### config.mk
export PLATFORM = sky130hd
export DESIGN_NAME = riscv_multicycle_control
export DESIGN_NICKNAME = d
export VERILOG_FILES = /design/src/rtl/riscv_mc_pkg.sv /design/src/rtl/riscv_multicycle_control_timer.sv /design/src/rtl/riscv_multicycle_control.sv
export SDC_FILE = /design/constraint.sdc
export NUM_CORES = 1
export LEC_CHECK = 0
export BUFFER_PORTS_ARGS = -buffer_cell sky130_fd_sc_hd__buf_4
export CAP_MARGIN = 20
export CORE_ASPECT_RATIO = 1.1
export CORE_MARGIN = 2
export CORE_UTILIZATION = 52
export DETAILED_ROUTE_END_ITERATION = 7
export PLACE_DENSITY_LB_ADDON = 0.15
export SETUP_SLACK_MARGIN = 0.4
export SLEW_MARGIN = 20
export SYNTH_ARGS = -nofsm -noshare
export SYNTH_HDL_FRONTEND = slang
export SYNTH_SLANG_ARGS = --single-unit
### constraint.sdc
create_clock -name clk -period 4.3 [get_ports clk]
set_clock_uncertainty 0.15 [all_clocks]
set_input_delay 0.43 -clock clk [delete_from_list [all_inputs] [get_ports clk]]
set_output_delay 0.43 -clock clk [all_outputs]
set_load 0.005 [all_outputs]
### src/rtl/riscv_mc_pkg.sv
// Shared encodings for the multi-cycle RISC-V control FSM:
// states, opcodes, ALU operand/op codes and fault causes.
package riscv_mc_pkg;

  typedef enum logic [3:0] {
    S_FETCH   = 4'd0,
    S_DECODE  = 4'd1,
    S_MEMADDR = 4'd2,
    S_MEMRD   = 4'd3,
    S_MEMWB   = 4'd4,
    S_MEMWR   = 4'd5,
    S_EXEC_R  = 4'd6,
    S_EXEC_I  = 4'd7,
    S_ALUWB   = 4'd8,
    S_BRANCH  = 4'd9,
    S_FAULT   = 4'd10
  } state_t;

  localparam logic [6:0] OP_LD  = 7'b0000011;
  localparam logic [6:0] OP_SD  = 7'b0100011;
  localparam logic [6:0] OP_R   = 7'b0110011;
  localparam logic [6:0] OP_I   = 7'b0010011;
  localparam logic [6:0] OP_BEQ = 7'b1100011;

  localparam logic [1:0] SRCB_REG  = 2'b00;
  localparam logic [1:0] SRCB_FOUR = 2'b01;
  localparam logic [1:0] SRCB_IMM  = 2'b10;

  localparam logic [1:0] ALUOP_ADD   = 2'b00;
  localparam logic [1:0] ALUOP_SUB   = 2'b01;
  localparam logic [1:0] ALUOP_FUNCT = 2'b10;

  localparam logic [1:0] FC_NONE    = 2'b00;
  localparam logic [1:0] FC_ILLEGAL = 2'b01;
  localparam logic [1:0] FC_TIMEOUT = 2'b10;

endpackage

### src/rtl/riscv_multicycle_control_timer.sv
// mc_wait_timer: counts memory wait cycles; expired fires on the
// wait cycle that reaches LIMIT. LIMIT=0 never expires.
module mc_wait_timer #(
  parameter int LIMIT = 15
) (
  input  logic clk,
  input  logic rst_n,
  input  logic clear,
  input  logic inc,
  output logic expired
);

  localparam int W = (LIMIT > 1) ? $clog2(LIMIT + 1) : 1;

  logic [W-1:0] cnt;

  always_ff @(posedge clk or negedge rst_n) begin
    if (!rst_n)
      cnt <= '0;
    else if (clear)
      cnt <= '0;
    else if (inc && LIMIT != 0)
      cnt <= cnt + W'(1);
  end

  generate
    if (LIMIT == 0) begin : g_off
      assign expired = 1'b0;
    end else begin : g_on
      assign expired = inc && (cnt == W'(LIMIT - 1));
    end
  endgenerate

endmodule

### src/rtl/riscv_multicycle_control.sv
// Multi-cycle RISC-V main control FSM with memory-ready handshake.
// Define MC_CTRL_PERF_EN to add cycle/instret performance counters.
module riscv_multicycle_control
  import riscv_mc_pkg::*;
#(
  parameter int TIMEOUT_CYCLES = 15,
  parameter int CNT_W          = 32
) (
  input  logic       clk,
  input  logic       reset,
  input  logic [6:0] opcode,
  input  logic       zero,
  input  logic       mem_ready,
  output logic       PCWrite,
  output logic       Branch,
  output logic       PCSrc,
  output logic       IorD,
  output logic       IRWrite,
  output logic       MemRead,
  output logic       MemWrite,
  output logic       MemtoReg,
  output logic       RegWrite,
  output logic       ALUSrcA,
  output logic [1:0] ALUSrcB,
  output logic [1:0] ALUOp,
  output logic       instr_done,
  output logic       fault,
  output logic [1:0] fault_cause,
  output logic [3:0] state_dbg
`ifdef MC_CTRL_PERF_EN
  ,
  output logic [CNT_W-1:0] cycle_count,
  output logic [CNT_W-1:0] instret_count
`endif
);

  state_t     state_q, state_d;
  logic [1:0] cause_d;
  logic       waiting, expired, hs;

  assign waiting = (state_q == S_FETCH) || (state_q == S_MEMRD) ||
                   (state_q == S_MEMWR);

  mc_wait_timer #(.LIMIT(TIMEOUT_CYCLES)) u_timer (
    .clk     (clk),
    .rst_n   (reset),
    .clear   (state_d != state_q),
    .inc     (waiting && !mem_ready),
    .expired (expired)
  );

  always_ff @(posedge clk or negedge reset) begin
    if (!reset) begin
      state_q     <= S_FETCH;
      fault_cause <= FC_NONE;
    end else begin
      state_q <= state_d;
      if (state_d == S_FAULT && state_q != S_FAULT)
        fault_cause <= cause_d;
    end
  end

  always_comb begin
    PCWrite    = 1'b0;
    Branch     = 1'b0;
    PCSrc      = 1'b0;
    IorD       = 1'b0;
    IRWrite    = 1'b0;
    MemRead    = 1'b0;
    MemWrite   = 1'b0;
    MemtoReg   = 1'b0;
    RegWrite   = 1'b0;
    ALUSrcA    = 1'b0;
    ALUSrcB    = SRCB_REG;
    ALUOp      = ALUOP_ADD;
    instr_done = 1'b0;
    state_d    = state_q;
    cause_d    = FC_NONE;
    // reset masks the fetch handshake so reset shows the idle fetch
    hs         = mem_ready && reset;
    case (state_q)
      S_FETCH: begin
        MemRead = 1'b1;
        ALUSrcB = SRCB_FOUR;
        if (hs) begin
          IRWrite = 1'b1;
          PCWrite = 1'b1;
          state_d = S_DECODE;
        end else if (expired) begin
          state_d = S_FAULT;
          cause_d = FC_TIMEOUT;
        end
      end
      S_DECODE: begin
        ALUSrcB = SRCB_IMM;
        case (opcode)
          OP_LD, OP_SD: state_d = S_MEMADDR;
          OP_R:         state_d = S_EXEC_R;
          OP_I:         state_d = S_EXEC_I;
          OP_BEQ:       state_d = S_BRANCH;
          default: begin
            state_d = S_FAULT;
            cause_d = FC_ILLEGAL;
          end
        endcase
      end
      S_MEMADDR: begin
        ALUSrcA = 1'b1;
        ALUSrcB = SRCB_IMM;
        state_d = (opcode == OP_SD) ? S_MEMWR : S_MEMRD;
      end
      S_MEMRD: begin
        MemRead = 1'b1;
        IorD    = 1'b1;
        if (mem_ready) begin
          state_d = S_MEMWB;
        end else if (expired) begin
          state_d = S_FAULT;
          cause_d = FC_TIMEOUT;
        end
      end
      S_MEMWB: begin
        RegWrite   = 1'b1;
        MemtoReg   = 1'b1;
        instr_done = 1'b1;
        state_d    = S_FETCH;
      end
      S_MEMWR: begin
        MemWrite = 1'b1;
        IorD     = 1'b1;
        if (mem_ready) begin
          instr_done = 1'b1;
          state_d    = S_FETCH;
        end else if (expired) begin
          state_d = S_FAULT;
          cause_d = FC_TIMEOUT;
        end
      end
      S_EXEC_R: begin
        ALUSrcA = 1'b1;
        ALUOp   = ALUOP_FUNCT;
        state_d = S_ALUWB;
      end
      S_EXEC_I: begin
        ALUSrcA = 1'b1;
        ALUSrcB = SRCB_IMM;
        state_d = S_ALUWB;
      end
      S_ALUWB: begin
        RegWrite   = 1'b1;
        instr_done = 1'b1;
        state_d    = S_FETCH;
      end
      S_BRANCH: begin
        ALUSrcA    = 1'b1;
        ALUOp      = ALUOP_SUB;
        Branch     = 1'b1;
        PCSrc      = 1'b1;
        instr_done = 1'b1;
        state_d    = S_FETCH;
      end
      S_FAULT: ;
      default: begin
        state_d = S_FAULT;
        cause_d = FC_ILLEGAL;
      end
    endcase
  end

  assign fault     = (state_q == S_FAULT);
  assign state_dbg = state_q;

`ifdef MC_CTRL_PERF_EN
  always_ff @(posedge clk or negedge reset) begin
    if (!reset) begin
      cycle_count   <= '0;
      instret_count <= '0;
    end else begin
      if (state_q != S_FAULT)
        cycle_count <= cycle_count + CNT_W'(1);
      if (instr_done)
        instret_count <= instret_count + CNT_W'(1);
    end
  end
`endif

endmodule

* After elaboration in Yosys (flattened, before gate mapping)
Index checks and enable logic that the tools add are counted.
** Word-level totals
- Register bits :: 10
- Bits in latches :: 0
- RAM bits :: 0
- Memory bits (read-only) :: 0
- Input bits :: 11
- Output and inout bits :: 22
- Word-level logic and storage cells :: 69
- Memories kept :: 0
** Operators by class
- Add/subtract/negate cells :: 1
- Multiply operators :: 0
- Divide/modulo/power cells :: 0
- Order comparisons :: 0
- Eq/ne operators :: 19
- Shifts and indexed selects :: 0
- Multiplexer cells :: 27
- Bitwise gates (word level) :: 0
- Reductions and logical operators :: 19
** Operator list (number)
- 4-bit case mux with 8 select lines :: 1
- 4-bit two-way mux :: 6
- 4-bit equality test, second input constant :: 5
- 4-bit by 3-bit equality test with 1-bit output, second input constant :: 4
- 4-bit case mux with 4 select lines :: 1
- 7-bit by 6-bit equality test with 1-bit output, second input constant :: 2
- 1-bit two-way mux :: 11
- 2-bit OR reduction :: 5
- 4-bit by 2-bit equality test with 1-bit output, second input constant :: 2
- 2-bit case mux with 2 select lines :: 2
- 2-bit case mux with 4 select lines :: 1
- 7-bit by 2-bit equality test with 1-bit output, second input constant :: 1
- 7-bit by 5-bit equality test with 1-bit output, second input constant :: 1
- 7-bit equality test, second input constant :: 1
- 7-bit OR reduction :: 1
- 2-bit two-way mux :: 3
- 3-bit OR reduction :: 2
- 5-bit OR reduction :: 1
- 4-bit by 1-bit adder with 4-bit output, second input constant :: 1
- 4-bit by 1-bit equality test with 1-bit output, second input constant :: 1
- 1-bit logical AND :: 4
- 4-bit logical NOT :: 1
- 4-bit inequality test :: 1
- 4-bit inequality test, second input constant :: 1
- other kinds (6) :: 7

* Depth between registers and ports, before layout
- Depth in word-level cells :: 10
- Depth in mapped cells :: 7
- Depth with buffers taken out :: 7

* Cells and area by module
From an unflattened synthesis, not the netlist that was laid out.
** Unflattened totals
- Cell total of the unflattened synthesis :: 113
- Area total of the unflattened synthesis :: 991.0 sq um
** By module, submodules not included
- riscv_multicycle_control :: times used 1, cells an instance 93, area each 768.2 sq um, seq. area each 150.1 sq um
- mc_wait_timer :: times used 1, cells an instance 20, area each 222.7 sq um, seq. area each 100.1 sq um

* Worst setup path after synthesis
No wires, ideal clock.
- Kind :: reg-to-reg
- From :: register state_q[1], in the netlist state_dbg[1]
- To :: register fault_cause[1]
- Arrival time :: 1611 ps
- Path slack :: 2420 ps
- Cell stages (with the launch flop) :: 7
- Buffers on the path :: 1
- Period minus slack after synthesis :: 1880 ps
- Cells stage by stage :: dfrtp_1 -> buf_6 -> or4b_4 -> a31oi_1 -> a221oi_2 -> a22o_1 -> o21a_1
** Between the ends
- Word-level cells in the longest chain between the ends :: 10
** RTL lines
- start: declaration :: line riscv_multicycle_control.sv:37 : state_t state_q, state_d;
- start signal: assignment :: line riscv_multicycle_control.sv:57 : state_q <= state_d;
- 4-bit by 2-bit equality test with 1-bit output / 4-bit logical NOT (equally long branches) :: line riscv_multicycle_control.sv:41, riscv_multicycle_control.sv:81
- 1-bit logical OR (2 in a row) :: line riscv_multicycle_control.sv:41 : assign waiting = (state_q == S_FETCH) || (state_q == S_MEMRD) ||
- 1-bit logical AND :: line riscv_multicycle_control.sv:48 : .inc (waiting && !mem_ready),
- 1-bit logical AND :: line riscv_multicycle_control_timer.sv:30 : assign expired = inc && (cnt == W'(LIMIT - 1));
- 4-bit two-way mux :: line riscv_multicycle_control.sv:89, riscv_multicycle_control.sv:117, riscv_multicycle_control.sv:134
- 4-bit two-way mux (on tied branches) :: line riscv_multicycle_control.sv:131, riscv_multicycle_control.sv:85, riscv_multicycle_control.sv:115
- 4-bit case mux with 8 select lines :: line riscv_multicycle_control.sv:81 : case (state_q)
- 4-bit equality test :: line riscv_multicycle_control.sv:58 : if (state_d == S_FAULT && state_q != S_FAULT)
- 1-bit logical AND :: line riscv_multicycle_control.sv:58
- end signal: assignment :: line riscv_multicycle_control.sv:59 : fault_cause <= cause_d;
- end: declaration :: line riscv_multicycle_control.sv:28 : output logic [1:0] fault_cause,
Parallel ways exist; a longest one is shown, timed or not.
A chain may end at the register's enable or synchronous reset.

* Worst setup path in the final report
- From :: register state_q[1], in the netlist state_dbg[1]
- To :: output ALUSrcA
** Between the ends
- Word-level cells in the longest chain between the ends :: 3
** RTL lines
- 4-bit equality test (tied with other cells) :: line riscv_multicycle_control.sv:81
- 4-bit OR reduction (no line) *
- 1-bit two-way mux * :: line riscv_multicycle_control.sv:81
- end: declaration :: line riscv_multicycle_control.sv:23 : output logic ALUSrcA,
Mark *: on every way between the ends. The rest lies on a longest branch, timed or not.

==> flow_summary.ini <==
[run_status]
status = finished clean

[global_routing]
grt_max_degree = 20
grt_pass1_vias = 811
grt.busiest_layer = met2
use_met2 = 0.379
antenna_found_initial = 0
grt_pass1_wl_microns = 3540
grt_use_total = 0.231
use_met1 = 0.290
use_met3 = 0.0259
grt_overflow_total = 0

[cts]
clk_latency_ns = 0.27
cts_root_buf = clkbuf_4
clk_pin_slew_ns = 0.07
post-cts-setup-buffers = 0
h-tree-depth = 1
cts_buffer_depth = 2
cts_buffers = 3
clock_sinks = 10
cts_hold_buf = 1
cts_tree = yes
cts_resized = 0

[critical_path]
startpoint = state_dbg[1]
end_kind = output pin
critPathBufInv = 2
crit_fanout = 17
ff2ff_setup_slack_ns = 2.04
cpMaxStageDelayCell = dfrtp_1
rr_worst_depth = 5
crit_type = flop to output pin
crit_family = flip-flops
max_stage_delay_ns = 0.69
path_cells = clkinv_1 > nand2_1 > nor2_1 > a21o_1 > buf_4
cp-start-kind = flop
crit_arrival_ns = 1.84
r2r-end = u_timer.cnt[0]
crit_end = ALUSrcA
cp.depth = 5
critPathRequiredTime_ns = 3.72
critical_path.reg2reg.startpoint = state_dbg[1]

[cells_and_area]
diodes = 0
layout-drive-gt1-share = 0.368
finish.utilization = 0.677
final_nets = 150
syn_to_final_growth_pct = 25.6
post-route-cell-area_sq_um = 1160

[logic_synthesis]
ys_types = 46
yosysWarnings = 0
synth_nets = 122
synthCells = 109
ys_dominant_reg_cell = dfrtp_1
synth_area_leader_cell = dfrtp_1
synth_top_area_frac = 0.270
ys_ff_latch = 10
async_flop_share = 1.00
synth_most_common_cell = nor2_1
syn_area_sq_um = 927
synth_area_leaders = dfrtp_1, nor2_1, a21oi_1
synth.yosys.seq_area_share = 0.270
synth_common_cells = nor2_1, dfrtp_1, a21oi_1, inv_1, nand2_1
synth_edf_count = 0
synth.avg_cell_area_sq_um = 8.51

[pwr]
pwr-share-seq = 0.265
p_per_area_nw_per_um2 = 597
intPower_uw = 391
clockPowerShare = 0.124
swShare = 0.437
leakagePower_nw = 0.550
ir_worst_vdd_mv = 0.399
combPwrFrac = 0.611
total_power_uw = 696
switchingPower_uw = 304

[die]
row_count = 16
start_util = 0.539
die_h_microns = 48.3
core_sq_um = 1720
boundaryPins = 33
die_area_sq_um = 2140
die_x_microns = 44.3

[timing]
fmax_mhz = 413
setup_tns_ns = 0
tightestPinTransition_ns = 0.556
rsz0062_at_grt = false
min_period_over_period = 0.563
min_period_ns = 2.42
maxSlewViolCount = 0
hold_viol_final = 0
relSlewSlack = 0.629
setup_ws_ns = 1.88
setup_violations = 0

[drt]
drt-total-wl_microns = 2250
ant_nets = 0
routed_via_density = 6.01
dr_total_vias = 926
drt-pass1-iter-count = 4
detail_route.wl_per_cell_microns = 14.6
drc = 0
drtIter0Drc = 20

[placed_design]
dp.final_hpwl_microns = 1680
io_buffers = 31
post-place-ws_ns = 2.08
gp_congestion = 0.894
placed_area_sq_um = 1120

[min_path]
worstHoldPathType = flop to flop

[job]
max_cap_violations = 0
sequential cells by signal, indices dropped and copies added (netlist names):
register / flops
fault_cause: 2
u_timer.cnt: 4
state_dbg: 4
area by class of cell:
cell class	count	area, sq um
clock buffers	4	36.3
well taps	18	22.5
fillers	149	557
flip-flops and latches	10	250
multi-input cells	82	583
inverters	8	30.0
repair buffers	32	243
cell usage in the layout (no fill, tap or decap), drive strengths merged, types with 3 or more instances in the layout:
cell and n:
nand2 5, clkbuf 4, o21ai 5, a21oi 7, nor3 4, and3 3
buf 31, inv 7, dfrtp 10, nor2 13, nand2b 4
power groups by stage:
| stage | clock, mW | sequential, mW | combinational (mW) |
|---|---|---|---|
| floorplan | 0 | 0.134 | 0.348 |
| global placement | 0 | 0.184 | 0.418 |
| detailed placement | 0 | 0.186 | 0.424 |
| CTS | 0.0874 | 0.183 | 0.427 |
| global route | 0.0941 | 0.194 | 0.471 |
| finish | 0.0864 | 0.185 | 0.425 |
metrics by stage:
step                      std cells  hold slack, ns
after floorplan                 109         -0.0156
after global placement          149           0.126
after detailed placement        149           0.129
after CTS                       154           0.361
after global routing            154           0.389
final                           154           0.374
kinds of logic after synthesis:
kind of cell / share of synthesized area
AND/OR/NAND/NOR: 0.270
AO/OA/AOI/OAI: 0.283
buffers and inverters: 0.101
flip-flops: 0.270
XOR/XNOR: 0.0378
adder cells (fa/ha/maj): 0.0270
multiplexers: 0.0108
metal layers:
layer	vias to the layer above	wire length, microns
met5	-	0
met4	0	47
met3	5	116
met2	34	1130
met1	438	949
li1	449	-
how the worst min path moves through the flow:
stage,to,slack (ns),depth (start not counted),startpoint
4_1_cts,fault_cause[1],0.36,1,fault_cause[1]
5_1_grt,state_dbg[2],0.39,3,mem_ready
6_report,fault_cause[1],0.37,1,fault_cause[1]
3_3_place_gp,fault_cause[0],0.13,1,reset
2_1_floorplan,fault_cause[0],-0.02,0,reset
3_5_place_dp,fault_cause[1],0.13,1,reset
No activity file was read; power rests on OpenSTA's default activity.
